<file path="src/rtl/vt52_uart_fifo.sv">
// VT52 serial port: TX/RX FIFOs, shared baud prescaler with oversampling,
// majority-vote RX bit recovery, break generation/detection and per-character status.
module vt52_uart_fifo #(
  parameter int FIFO_DEPTH = 16,
  parameter int OVERSAMPLE = 16,
  parameter int DIV_W      = 16
) (
  input  logic                          clk,
  input  logic                          rst_n,
  input  logic [1:0]                    char_length,
  input  logic [1:0]                    stop_bits,
  input  logic [1:0]                    parity_mode,
  input  logic [DIV_W-1:0]              baud_div,
  input  logic [7:0]                    tx_data,
  input  logic                          tx_load,
  output logic                          tx_ready,
  output logic                          tx_busy,
  output logic [$clog2(FIFO_DEPTH):0]   tx_level,
  input  logic                          tx_break,
  output logic [7:0]                    rx_data,
  output logic [2:0]                    rx_status,
  output logic                          rx_valid,
  input  logic                          rx_read,
  output logic [$clog2(FIFO_DEPTH):0]   rx_level,
  output logic                          overrun_error,
  output logic                          break_detect,
  output logic                          serial_out,
  input  logic                          serial_in
);

  localparam int AW = $clog2(FIFO_DEPTH);
  localparam int CW = $clog2(2*OVERSAMPLE);
  localparam int RW = $clog2(OVERSAMPLE);

  localparam logic [CW-1:0] BIT_LAST   = CW'(OVERSAMPLE-1);
  localparam logic [CW-1:0] STOP15_LAST = CW'(3*OVERSAMPLE/2-1);
  localparam logic [CW-1:0] STOP2_LAST = CW'(2*OVERSAMPLE-1);
  localparam logic [RW-1:0] S0     = RW'(OVERSAMPLE/2-1);
  localparam logic [RW-1:0] S1     = RW'(OVERSAMPLE/2);
  localparam logic [RW-1:0] S2     = RW'(OVERSAMPLE/2+1);
  localparam logic [RW-1:0] R_LAST = RW'(OVERSAMPLE-1);
  localparam logic [AW:0]   FULL_LEVEL = (AW+1)'(FIFO_DEPTH);

  localparam logic [2:0] TX_IDLE = 3'd0, TX_START = 3'd1, TX_DATA = 3'd2,
                         TX_PAR  = 3'd3, TX_STOP  = 3'd4;
  localparam logic [2:0] RX_IDLE = 3'd0, RX_START = 3'd1, RX_DATA = 3'd2,
                         RX_PAR  = 3'd3, RX_STOP  = 3'd4, RX_WAIT = 3'd5;

  function automatic logic [7:0] len_mask(input logic [1:0] len);
    case (len)
      2'b00:   len_mask = 8'h1F;
      2'b01:   len_mask = 8'h3F;
      2'b10:   len_mask = 8'h7F;
      default: len_mask = 8'hFF;
    endcase
  endfunction

  // Prescaler: the divisor is re-sampled only at wrap so a period is never cut short.
  logic [DIV_W-1:0] pre_cnt, div_q;
  logic             tick;
  assign tick = (pre_cnt >= div_q);

  always_ff @(posedge clk or negedge rst_n) begin
    if (!rst_n) begin
      pre_cnt <= '0;
      div_q   <= '0;
    end else if (tick) begin
      pre_cnt <= '0;
      div_q   <= baud_div;
    end else begin
      pre_cnt <= pre_cnt + DIV_W'(1);
    end
  end

  // TX FIFO
  logic [7:0] tx_mem [FIFO_DEPTH];
  logic [AW:0] tx_wr, tx_rd;
  logic tx_empty, tx_full, tx_push, tx_pop;
  logic [7:0] tx_head, tx_masked;

  assign tx_level  = tx_wr - tx_rd;
  assign tx_empty  = (tx_wr == tx_rd);
  assign tx_full   = (tx_level == FULL_LEVEL);
  assign tx_ready  = !tx_full;
  assign tx_push   = tx_load && !tx_full;
  assign tx_head   = tx_mem[tx_rd[AW-1:0]];
  assign tx_masked = tx_head & len_mask(char_length);

  always_ff @(posedge clk) begin
    if (tx_push) tx_mem[tx_wr[AW-1:0]] <= tx_data;
  end

  always_ff @(posedge clk or negedge rst_n) begin
    if (!rst_n) begin
      tx_wr <= '0;
      tx_rd <= '0;
    end else begin
      if (tx_push) tx_wr <= tx_wr + (AW+1)'(1);
      if (tx_pop)  tx_rd <= tx_rd + (AW+1)'(1);
    end
  end

  // TX FSM
  logic [2:0]    tx_state;
  logic [CW-1:0] tx_cnt, tx_stop_last;
  logic [2:0]    tx_idx;
  logic [7:0]    tx_shift;
  logic          tx_par_bit, tx_par_en, tx_line;
  logic [1:0]    tx_len, tx_stop;

  assign tx_pop  = (tx_state == TX_IDLE) && tick && !tx_empty && !tx_break;
  assign tx_busy = (tx_state != TX_IDLE) || !tx_empty;

  always_comb begin
    case (tx_stop)
      2'b00:   tx_stop_last = BIT_LAST;
      2'b01:   tx_stop_last = STOP15_LAST;
      default: tx_stop_last = STOP2_LAST;
    endcase
  end

  always_comb begin
    case (tx_state)
      TX_IDLE:  tx_line = !tx_break;
      TX_START: tx_line = 1'b0;
      TX_DATA:  tx_line = tx_shift[0];
      TX_PAR:   tx_line = tx_par_bit;
      default:  tx_line = 1'b1;
    endcase
  end

  always_ff @(posedge clk or negedge rst_n) begin
    if (!rst_n) begin
      tx_state   <= TX_IDLE;
      tx_cnt     <= '0;
      tx_idx     <= '0;
      tx_shift   <= '0;
      tx_par_bit <= 1'b0;
      tx_par_en  <= 1'b0;
      tx_len     <= '0;
      tx_stop    <= '0;
      serial_out <= 1'b1;
    end else begin
      serial_out <= tx_line;
      case (tx_state)
        TX_IDLE: begin
          if (tx_pop) begin
            tx_state   <= TX_START;
            tx_cnt     <= '0;
            tx_shift   <= tx_masked;
            tx_par_bit <= (^tx_masked) ^ (parity_mode == 2'b01);
            tx_par_en  <= (parity_mode == 2'b01) || (parity_mode == 2'b10);
            tx_len     <= char_length;
            tx_stop    <= stop_bits;
          end
        end
        TX_START: if (tick) begin
          if (tx_cnt == BIT_LAST) begin
            tx_state <= TX_DATA;
            tx_cnt   <= '0;
            tx_idx   <= '0;
          end else tx_cnt <= tx_cnt + CW'(1);
        end
        TX_DATA: if (tick) begin
          if (tx_cnt == BIT_LAST) begin
            tx_cnt   <= '0;
            tx_shift <= tx_shift >> 1;
            if (tx_idx == {1'b0, tx_len} + 3'd4) tx_state <= tx_par_en ? TX_PAR : TX_STOP;
            else tx_idx <= tx_idx + 3'd1;
          end else tx_cnt <= tx_cnt + CW'(1);
        end
        TX_PAR: if (tick) begin
          if (tx_cnt == BIT_LAST) begin
            tx_state <= TX_STOP;
            tx_cnt   <= '0;
          end else tx_cnt <= tx_cnt + CW'(1);
        end
        TX_STOP: if (tick) begin
          if (tx_cnt == tx_stop_last) tx_state <= TX_IDLE;
          else tx_cnt <= tx_cnt + CW'(1);
        end
        default: tx_state <= TX_IDLE;
      endcase
    end
  end

  // RX synchroniser; idles high so reset does not look like a start bit.
  logic [1:0] rx_sync;
  logic       rx_bit;
  assign rx_bit = rx_sync[1];

  always_ff @(posedge clk or negedge rst_n) begin
    if (!rst_n) rx_sync <= 2'b11;
    else        rx_sync <= {rx_sync[0], serial_in};
  end

  // RX FSM
  logic [2:0]    rx_state;
  logic [RW-1:0] rx_cnt;
  logic [2:0]    rx_idx;
  logic [7:0]    rx_shift;
  logic [1:0]    rx_samp, rx_len, rx_pmode;
  logic          rx_perr, rx_pbit, rx_pen, maj, stop_fe, stop_brk, rx_push;
  logic [10:0]   rx_entry;

  assign maj      = (rx_samp[0] & rx_samp[1]) | (rx_samp[0] & rx_bit) | (rx_samp[1] & rx_bit);
  assign rx_pen   = (rx_pmode == 2'b01) || (rx_pmode == 2'b10);
  assign stop_fe  = !maj;
  assign stop_brk = stop_fe && (rx_shift == 8'h00) && (!rx_pen || !rx_pbit);
  assign rx_push  = (rx_state == RX_STOP) && tick && (rx_cnt == S2);
  assign rx_entry = {stop_brk, rx_perr, stop_fe, rx_shift};

  always_ff @(posedge clk or negedge rst_n) begin
    if (!rst_n) begin
      rx_state     <= RX_IDLE;
      rx_cnt       <= '0;
      rx_idx       <= '0;
      rx_shift     <= '0;
      rx_samp      <= '0;
      rx_len       <= '0;
      rx_pmode     <= '0;
      rx_perr      <= 1'b0;
      rx_pbit      <= 1'b0;
      break_detect <= 1'b0;
    end else begin
      case (rx_state)
        RX_IDLE: begin
          // The detecting tick is count 0, so the next tick is count 1.
          if (tick && !rx_bit) begin
            rx_state <= RX_START;
            rx_cnt   <= RW'(1);
            rx_shift <= '0;
            rx_perr  <= 1'b0;
            rx_pbit  <= 1'b0;
            rx_len   <= char_length;
            rx_pmode <= parity_mode;
          end
        end
        RX_WAIT: begin
          if (rx_bit) begin
            rx_state     <= RX_IDLE;
            break_detect <= 1'b0;
          end
        end
        default: if (tick) begin
          rx_cnt <= (rx_cnt == R_LAST) ? '0 : rx_cnt + RW'(1);
          if (rx_cnt == S0) rx_samp[0] <= rx_bit;
          if (rx_cnt == S1) rx_samp[1] <= rx_bit;
          case (rx_state)
            RX_START: begin
              if (rx_cnt == S2 && maj) rx_state <= RX_IDLE;
              else if (rx_cnt == R_LAST) begin
                rx_state <= RX_DATA;
                rx_idx   <= '0;
              end
            end
            RX_DATA: begin
              if (rx_cnt == S2) rx_shift[rx_idx] <= maj;
              if (rx_cnt == R_LAST) begin
                if (rx_idx == {1'b0, rx_len} + 3'd4) rx_state <= rx_pen ? RX_PAR : RX_STOP;
                else rx_idx <= rx_idx + 3'd1;
              end
            end
            RX_PAR: begin
              if (rx_cnt == S2) begin
                rx_pbit <= maj;
                rx_perr <= maj != ((^rx_shift) ^ (rx_pmode == 2'b01));
              end
              if (rx_cnt == R_LAST) rx_state <= RX_STOP;
            end
            RX_STOP: begin
              if (rx_cnt == S2) begin
                rx_state <= maj ? RX_IDLE : RX_WAIT;
                if (stop_brk) break_detect <= 1'b1;
              end
            end
            default: rx_state <= RX_IDLE;
          endcase
        end
      endcase
    end
  end

  // RX FIFO: a pop in the same clock frees the slot for a push into a full FIFO.
  logic [10:0] rx_mem [FIFO_DEPTH];
  logic [AW:0] rx_wr, rx_rd;
  logic rx_empty, rx_full, rx_pop, rx_wen;

  assign rx_level  = rx_wr - rx_rd;
  assign rx_empty  = (rx_wr == rx_rd);
  assign rx_full   = (rx_level == FULL_LEVEL);
  assign rx_valid  = !rx_empty;
  assign rx_pop    = rx_read && !rx_empty;
  assign rx_wen    = rx_push && (!rx_full || rx_pop);
  assign rx_data   = rx_mem[rx_rd[AW-1:0]][7:0];
  assign rx_status = rx_mem[rx_rd[AW-1:0]][10:8];

  always_ff @(posedge clk) begin
    if (rx_wen) rx_mem[rx_wr[AW-1:0]] <= rx_entry;
  end

  always_ff @(posedge clk or negedge rst_n) begin
    if (!rst_n) begin
      rx_wr         <= '0;
      rx_rd         <= '0;
      overrun_error <= 1'b0;
    end else begin
      if (rx_wen) rx_wr <= rx_wr + (AW+1)'(1);
      if (rx_pop) rx_rd <= rx_rd + (AW+1)'(1);
      if (rx_push && rx_full && !rx_pop) overrun_error <= 1'b1;
      else if (rx_pop)                   overrun_error <= 1'b0;
    end
  end

endmodule

</file>
<file path="config.mk">
export PLATFORM = sky130hd
export DESIGN_NAME = vt52_uart_fifo
export DESIGN_NICKNAME = d
export VERILOG_FILES = /design/src/rtl/vt52_uart_fifo.sv
export SDC_FILE = /design/constraint.sdc
export NUM_CORES = 1
export LEC_CHECK = 0
export ABC_AREA = 0
export BUFFER_PORTS_ARGS = -buffer_cell sky130_fd_sc_hd__buf_2
export CAP_MARGIN = 15
export CORE_MARGIN = 5
export CORE_UTILIZATION = 55
export CTS_CLUSTER_DIAMETER = 50
export DETAILED_ROUTE_END_ITERATION = 8
export GPL_ROUTABILITY_DRIVEN = 0
export PLACE_DENSITY_LB_ADDON = 0.1
export SYNTH_ARGS = -nofsm -noshare
export SYNTH_HDL_FRONTEND = slang
export SYNTH_SLANG_ARGS = --single-unit
</file>
<file path="constraint.sdc">
create_clock -name clk -period 4.2 [get_ports clk]
set_input_delay 0 -clock clk [delete_from_list [all_inputs] [get_ports clk]]
set_output_delay 0 -clock clk [all_outputs]
set_load 0.01 [all_outputs]
</file>
Word level (Yosys, flattened, before mapping)
Memory sizes are Yosys's and may differ from the RTL's.
Index checks and enable logic that the tools add are counted.
Operators by class
  add/subtract/negate cells: 13
  order comparisons: 3
  eq/ne operators: 53
  muxes and demuxes: 83
  bitwise logic cells: 11
  reduce and logical (&&, ||, !) cells: 68
Operator list (number)
  3-bit 2-to-1 mux: 31
  8-bit 2-to-1 mux: 7
  2-bit inequality test (second input constant): 18
  8-bit one-hot mux with 2 select lines: 2
  5-bit by 1-bit adder with 5-bit output (second input constant): 5
  5-bit 2-to-1 mux: 5
  8-bit one-hot mux with 3 select lines: 1
  2-bit nonzero test: 12
  1-bit 2-to-1 mux: 19
  3-bit one-hot mux with 2 select lines: 3
  16-bit by 1-bit adder with 16-bit output (second input constant): 1
  16-bit >= comparator: 1
  16-bit 2-to-1 mux: 1
  8-bit parity: 2
  5-bit equality test: 3
  1-bit logical AND: 15
  3-bit one-hot mux with 5 select lines: 1
  5-bit one-hot mux with 3 select lines: 1
  5-bit AND reduction: 3
  3-bit by 2-bit equality test with 1-bit output (second input constant): 4
  4-bit equality test (second input constant): 3
  4-bit 2-to-1 mux: 3
  4-bit inequality test (second input constant): 3
  3-bit one-hot mux with 4 select lines: 1
  other kinds (44): 86
Storage, ports and cells
  bits in registers: 108
  memory bits (writable): 304
  input bits: 36
  output and inout port bits: 27
  word-level logic and storage cells: 261
  memories kept: 2
Memory list
  rx_mem: words 16, bits a word 11, read ports 1, clocked after memory_dff 0, wr ports 1, line 285  | logic [10:0] rx_mem [FIFO_DEPTH];
  tx_mem: words 16, bits a word 8, read ports 1, clocked after memory_dff 0, wr ports 1, line 76  | logic [7:0] tx_mem [FIFO_DEPTH];

Logic depth before layout (Yosys ltp)
Gate-level depths: netlist of the first run.
  depth in word-level cells: 11
  gate-level depth with buffers: 14

Least setup slack after synthesis of the first run
Ideal clock, no wire load.
  path kind: register to register
  start point: register rx_rd[1]
  end point: memory rx_mem[3][0] (enable)
  library setup time: 393 ps
  arrival time: 3644 ps
  slack: 163 ps
  stages on the path, launching flop included: 12
  buffers on the path: 2
  clock period less this slack: 4037 ps
  cell sequence: dfrtp_1 clkbuf_1 clkbuf_1 inv_1 ha_1 a21o_1 a21oi_1 xnor2_1 nor2_1 nor4b_2 nand2_1 nor3_1
On the way
  word-level cells in the longest chain between the ends: 7
  elaborated cells between the ends (all ways): 10
  those cells by class: add/sub: 1; eq/ne: 2; mux: 2; reduce/logical: 5
Ends and longest elaborated chain
  from (decl): line 286  | logic [AW:0] rx_wr, rx_rd;
  from (signal assigned): line 309  | if (rx_pop) rx_rd <= rx_rd + (AW+1)'(1);
  5-bit subtractor: line 289  | assign rx_level = rx_wr - rx_rd;
  net rx_level[3]: line 24  | output logic [$clog2(FIFO_DEPTH):0] rx_level,
  5-bit equality test: line 291  | assign rx_full = (rx_level == FULL_LEVEL);
  1-bit logical NOT: line 294  | assign rx_wen = rx_push && (!rx_full || rx_pop);
  1-bit logical OR: line 294
  1-bit logical AND: line 294
  1-bit 2-to-1 mux: line 299  | if (rx_wen) rx_mem[rx_wr[AW-1:0]] <= rx_entry;
  1-bit 2-to-1 mux (implied by the code): line 299
  to (decl): line 285
The timed path passes the listed nets, and every way through them passes these cells.

Final worst setup path of the first run
  start point: register tx_wr[0]
  end point: memory tx_mem[15][0] (enable)
On the way
  word-level cells in the longest chain between the ends: 6
Ends and longest elaborated chain
  from (decl): line 77  | logic [AW:0] tx_wr, tx_rd;
  from (signal assigned): line 98  | if (tx_push) tx_wr <= tx_wr + (AW+1)'(1);
  5-bit subtractor: line 81  | assign tx_level = tx_wr - tx_rd;
  5-bit equality test: line 83  | assign tx_full = (tx_level == FULL_LEVEL);
  1-bit logical NOT: line 85  | assign tx_push = tx_load && !tx_full;
  1-bit logical AND: line 85
  1-bit 2-to-1 mux: line 90  | if (tx_push) tx_mem[tx_wr[AW-1:0]] <= tx_data;
  1-bit 2-to-1 mux (implied by the code): line 90
  to (decl): line 76
Parallel ways exist; a longest one is shown, timed or not.

==> reports/metrics.cfg, run 1 <==
[status]
status=completed

[global_routing]
grt_first_pass_wirelength_mm=59.1
first_global_vias=10336
grt_overflow=0
antenna_found_initial=0
grt_max_degree=77
grt_use_total_pct=21.0

[logic_synthesis]
synth_top_area_share_pct=50.8
synth_warnings=0
ys_seq_area_share_pct=65.9
yosysUniqueCellTypes=66
synthFlopType=edfxtp_1
ys_ff_latch=412
async_reset_ff_share_pct=26.2
synth_most_common_cell=edfxtp_1
synth_top_cell_by_area=edfxtp_1
syn_area_per_cell_um2=15.2
syn_nets=1265
syn_inst=1178
yosys-top-cells-area=edfxtp_1, dfrtp_1, mux4_2, ha_1, mux4_1
synth-edff-count=304
syn_area_um2=18000
synth_common_cells=edfxtp_1, dfrtp_1, nand2_1

[clock_network]
clock_sinks=412
ctsHtreeMaxLevel=2
clock_latency_ns=0.54
path_clk_slew_ns=0.06
ctsResizeCount=0
clk_path_buf_depth=3
cts_tree=built
cts_root_buffer=clkbuf_16
cts_buffers=44
post-cts-setup-buffers=0

[power]
peakVddDrop_uv=402
p_per_area_nw_per_um2=465
leakagePower_nw=7.90

[timing]
clock_skew_ns=0.0159
hold_violations=0
timing.fmax_mhz=294
fin_crit_sh_pct=81.1
max-slew-margin-rel_pct=33.1
drv_slew=0
rsz0062_at_grt=false
finalSetupViolCount=0
fin_crit_ns=3.40
tightestPinTransition_ns=1.00
fin_tns_setup_ns=0

[layout]
multi_input_area_um2=5650
drive_gt1_share_pct=19.7
nets=1390
area_delta_synth_final_pct=14.4
fillers=2407
postLayoutCellArea_um2=20600
n_antenna_cell=0
regArea_um2=11800

[hold_path]
worstHoldStart=serial_in
hold_depth=2
min_to=rx_sync[0]$_DFF_PN1_
min_path_type=primary input to register

[setup_path]
crit_required_ns=4.37
crit_type=register to register
r2r_end=tx_mem[15][0]$_DFFE_PP_
end_kind=register
rrSetupSlack_ns=0.80
start_kind=register
crit_arrival_ns=3.57
r2r-start=tx_wr[0]$_DFFE_PN0P_
ff2ff_path_depth=11
path_max_fanout=9

[die]
die_h_um=191
rows=66
chipWidth_um=191
dieArea_um2=36400
initial_core_util_pct=55.5
core-area_um2=32400
ios=63

[place]
hpwlAfterDp_mm=23.7
numPortBuffers=62
postPlaceCellArea_um2=18800

[detailed_routing]
vias_per_cell=5.64
drtIter0Drc=801
post-route-drc-count=0
wire_per_inst_um=20.7
vias=10023
final_antenna_net_count=0
dr.pass1.iters=5
drt-total-wl_mm=36.8

[job]
drv_cap=0

## area by class of cell
cell class / count / share of cell area (%)
timing repair buffer: 133 / 4.53
clock buffer: 61 / 5.96
clock inverter: 18 / 0.633
inverter: 59 / 1.08
sequential: 412 / 57.6
tap: 442 / 2.69
multi-input combinational: 653 / 27.5
## state kept, by name, summed over array words and instances, names as in the netlist, 3 cells and up
name / cells
rx_wr: 5
div_q: 16
tx_rd: 5
tx_mem: 128
rx_mem: 176
rx_shift: 8
rx_cnt: 4
tx_shift: 8
tx_cnt: 5
tx_idx: 3
rx_rd: 5
tx_wr: 5
rx_state: 3
rx_idx: 3
tx_state: 3
pre_cnt: 16
## worst max-delay path by stage
stage | from | end | slack, ns | cells after the start
floorplan | rx_rd[1]$_DFFE_PN0P_ | rx_mem[3][0]$_DFFE_PP_ | 0.16 | 11
CTS | tx_wr[0]$_DFFE_PN0P_ | tx_mem[15][3]$_DFFE_PP_ | 0.83 | 11
global placement | tx_wr[0]$_DFFE_PN0P_ | tx_mem[15][1]$_DFFE_PP_ | 0.99 | 11
finish | tx_wr[0]$_DFFE_PN0P_ | tx_mem[15][0]$_DFFE_PP_ | 0.80 | 11
detailed placement | tx_wr[0]$_DFFE_PN0P_ | tx_mem[15][5]$_DFFE_PP_ | 0.84 | 11
global route | tx_wr[0]$_DFFE_PN0P_ | tx_mem[11][3]$_DFFE_PP_ | 0.58 | 11
## metal layers
| layer | track usage [%] | share of wire [%] |
|---|---|---|
| met1 | 29.4 | 45 |
| met2 | 34.7 | 49 |
| met3 | 3.52 | 4.6 |
| met4 | 5.47 | 2.3 |
| met5 | 0 | 0 |
## worst max-delay path, stage by stage (launching register included)
cell	delay [ns]
dfrtp_1	0.40
inv_1	0.12
ha_1	0.24
fa_1	0.41
inv_1	0.07
a21o_1	0.10
a21oi_1	0.08
xnor2_1	0.22
or4_1	0.17
and2_1	0.31
nand2_1	0.22
nor2_1	0.69
## stage by stage
| step | setup WS [ns] | hold slack (ns) | cells | power, mW | utilization, % |
|---|---|---|---|---|---|
| 3_5_place_dp | 0.839 | 0.109 | 1662 | 6.02 | 58.2 |
| 6_report | 0.796 | 0.119 | 1778 | 9.56 | 63.5 |
| 2_1_floorplan | 0.163 | -0.296 | 1178 | 5.59 | - |
| 4_1_cts | 0.833 | 0.0928 | 1776 | 9.67 | 63.5 |
| 3_3_place_gp | 0.991 | 0.105 | 1662 | 6.01 | 58.2 |
| 5_1_grt | 0.577 | 0.106 | 1778 | 9.98 | 63.5 |
## power by group
group          total (mW)  internal (mW)  leakage (nW)  switching [mW]
Combinational        1.31          0.541          2.91           0.765
Sequential           4.64           4.54          4.32          0.0974
Clock                3.62           2.10         0.667            1.52
Total                9.56           7.18          7.90            2.38
## placed cells by master (no fill, tap or decap), drive strengths merged, types with 45 or more instances in the layout
cell type	Yosys	final
o21ai	64	64
clkbuf	34	61
xnor2	45	45
buf	20	98
dfrtp	105	105
nor2	84	84
nand2	102	102
inv	58	59
mux4	90	90
edfxtp	304	304
ha	49	49
## cell families (layout without fill, tap and decap cells)
kind of cell               Yosys count  count (layout)  synth area share, %
AOI/OAI and AO/OA                  141             141                 4.70
DFF                                412             412                 65.9
and+or+nand+nor                    298             298                 7.70
xor gates and xnor gates            57              57                 2.78
muxes                              106             106                 12.5
adders and majority gates           51              51                 3.64
buffers and inverters              113             271                 2.76
## repair_timing
action / in CTS / in global routing
hold buffers: 35 / 0
setup endpoints to repair: 0 / 0
endpoints found under the hold margin: 236 / 0
No activity file was read; power rests on OpenSTA's default activity.
==> run 2, diff against run 1 <==
==> constraint.sdc (replaced) <==
create_clock -name clk -period 3.3 [get_ports clk]
set_input_delay 0 -clock clk [delete_from_list [all_inputs] [get_ports clk]]
set_output_delay 0 -clock clk [all_outputs]
set_load 0.01 [all_outputs]
==> run 2 against run 1 <==
Against the previous run:
- maximum frequency up 7.8%
- largest cell class unchanged
- non-clock buffer count is 18 higher
- final cell count rose by 1.3%
- first-iteration DRC count shrank 5.2%
- via count is 1.5% higher
- largest power group unchanged
- critical path type unchanged
==> reports/metrics.cfg, run 2 (synthesis gave the netlist of run 1 again) <==
[power]
p_per_area_nw_per_um2=603  ; was 465 nW/µm²
peakVddDrop_uv=514  ; was 402 µV
leakagePower_nw=8.06  ; was 7.90 nW

[global_routing]
grt_use_total_pct=21.5  ; was 21.0%
first_global_vias=10309  ; was 10336
grt_overflow=0  ; unchanged
grt_max_degree=65  ; was 77
antenna_found_initial=0  ; unchanged
grt_first_pass_wirelength_mm=60.1  ; was 59.1 mm

[detailed_routing]
post-route-drc-count=0  ; unchanged
drt-total-wl_mm=38.1  ; was 36.8 mm
final_antenna_net_count=0  ; unchanged
vias_per_cell=5.65  ; was 5.64
wire_per_inst_um=21.1  ; was 20.7 µm
vias=10176  ; was 10023
dr.pass1.iters=5  ; unchanged
drtIter0Drc=759  ; was 801

[timing]
hold_violations=0  ; unchanged
finalSetupViolCount=0  ; unchanged
fin_crit_sh_pct=95.7  ; was 81.1%
timing.fmax_mhz=317  ; was 294 MHz
fin_crit_ns=3.16  ; was 3.40 ns
fin_tns_setup_ns=0  ; unchanged
clock_skew_ns=0.0167  ; was 0.0159 ns
tightestPinTransition_ns=0.934  ; was 1.00 ns
drv_slew=0  ; unchanged
max-slew-margin-rel_pct=37.7  ; was 33.1%
rsz0062_at_grt=true  ; was false

[clock_network]
ctsHtreeMaxLevel=2  ; unchanged
cts_tree=built  ; unchanged
post-cts-setup-buffers=0  ; unchanged
cts_buffers=48  ; was 44
cts_root_buffer=clkbuf_16  ; unchanged
clock_latency_ns=0.54  ; about the same
clock_sinks=412  ; unchanged
path_clk_slew_ns=0.05  ; was 0.06 ns
clk_path_buf_depth=3  ; unchanged

[setup_path]
crit_path_start=tx_wr[0]$_DFFE_PN0P_  ; unchanged
start_kind=register  ; unchanged
crit_cells=11  ; unchanged
worst_path_most_repeated_cell=inv_1  ; unchanged
crit_required_ns=3.47  ; was 4.37 ns
worstSetupEndpoint=tx_mem[15][3]$_DFFE_PP_  ; was tx_mem[15][0]$_DFFE_PP_
cpMaxStageDelayCell=nor2_2  ; was nor2_1
crit_path_max_incr_delay_ns=0.59  ; was 0.69 ns
r2r_end=tx_mem[15][3]$_DFFE_PP_  ; was tx_mem[15][0]$_DFFE_PP_
end_kind=register  ; unchanged
path_buf_inv=2  ; unchanged
path_cells=inv_1 > ha_1 > fa_1 > inv_1 > a21o_1 > a21oi_1 > xnor2_1 > or4_1 > and2_1 > nand2_1 > nor2_2  ; was inv_1 > ha_1 > fa_1 > inv_1 > a21o_1 > a21oi_1 > xnor2_1 > or4_1 > and2_1 > nand2_1 > nor2_1
rrSetupSlack_ns=0.14  ; was 0.80 ns
path_max_fanout=9  ; unchanged
ff2ff_path_depth=11  ; unchanged
crit_arrival_ns=3.33  ; was 3.57 ns
cpLargestDelayFamily=simple AND/OR/NAND/NOR gates  ; unchanged
crit_type=register to register  ; unchanged
r2r-start=tx_wr[0]$_DFFE_PN0P_  ; unchanged

[layout]
final_common_cell=edfxtp_1  ; unchanged
largest_register_ff_count=176  ; unchanged
final_cell_mix=edfxtp_1, nand2_1, dfrtp_1, mux4_2, nor2_1  ; was edfxtp_1, nand2_1, dfrtp_1, nor2_1, mux4_2
nets=1412  ; was 1390
drive_gt1_share_pct=23.0  ; was 19.7%
area_delta_synth_final_pct=17.1  ; was 14.4%
final_util_pct=65.0  ; was 63.5%
n_antenna_cell=0  ; unchanged

[die]
ios=63  ; unchanged
core-area_um2=32400  ; unchanged
chipWidth_um=191  ; unchanged
rows=66  ; unchanged
dieArea_um2=36400  ; unchanged
initial_core_util_pct=55.5  ; unchanged
die_h_um=191  ; unchanged

[job]
drv_cap=0  ; unchanged

[place]
hpwlAfterDp_mm=25.1  ; was 23.7 mm
numPortBuffers=62  ; unchanged

[status]
status=completed  ; unchanged

[hold_path]
min_path_type=primary input to register  ; unchanged

==> run 2: changes by cell type in the layout (fill, tap and decap cells not counted), sizes merged <==
cell / previous run / this run
buf: 98 / 117
clkbuf: 61 / 63
bufinv: 1 / 3
clkinvlp: 1 / 5
dlygate4sd3: 35 / 34
clkinv: 16 / 10
inv: 59 / 63
==> run 2: where the power goes <==
group / total, mW / internal (mW) / switching (mW)
Sequential: 5.89 / 5.78 / 0.106
Combinational: 1.68 / 0.701 / 0.982
Clock: 5.11 / 3.08 / 2.03
Total: 12.7 / 9.56 / 3.12
==> run 2: routing by layer <==
metal	part of all wire, %	up-vias	GRT usage (%)
met1	44	5086	31.0
li1	-	4742	-
met2	50	288	35.5
met5	0	-	0
met4	1.8	0	5.06
met3	5.0	60	3.15
==> run 2: stage by stage <==
stage | cells | power [mW] | hold WS (ns) | instance area [µm²] | worst slack, ns
2_1_floorplan | 1178 | 7.12 | -0.296 | 18100 | -0.181
3_3_place_gp | 1682 | 7.64 | 0.105 | 19100 | 0.0299
3_5_place_dp | 1682 | 7.65 | 0.109 | 19100 | -0.00936
4_1_cts | 1801 | 12.8 | 0.0175 | 21000 | 0.00415
5_1_grt | 1802 | 13.2 | 0.0438 | 21000 | -0.0781
6_report | 1802 | 12.7 | 0.0367 | 21000 | 0.143
==> run 2: repair_timing <==
item	4_1_cts	5_1_grt
endpoints found under the setup margin	8	191
resized for setup	1	7
gates cloned	0	0
hold buffers	34	0
endpoints found under the hold margin	226	0
==> run 2: how the worst min path moves through the flow <==
stage	from	endpoint	slack, ns	depth (start not counted)
2_1_floorplan	rst_n	break_detect$_DFFE_PN0P_	-0.30	0
3_3_place_gp	serial_in	rx_sync[0]$_DFF_PN1_	0.11	1
3_5_place_dp	serial_in	rx_sync[0]$_DFF_PN1_	0.11	1
4_1_cts	tx_load	tx_wr[0]$_DFFE_PN0P_	0.02	4
5_1_grt	tx_load	tx_wr[0]$_DFFE_PN0P_	0.04	4
6_report	tx_load	tx_wr[0]$_DFFE_PN0P_	0.04	4
==> run 2: cell type report <==
class,count,area (µm²)
clock buffer,63,1330
clock inverter,22,221
fill,2367,11300
inverter,59,221
multi-input combinational,653,5750
sequential,412,11800
tap,442,553
timing repair buffer,151,1130
==> run 2: worst min-delay path, cell delays in order <==
cell	delay (ns)
buf_2	0.08
and2_1	0.22
buf_4	0.17
xnor2_1	0.06
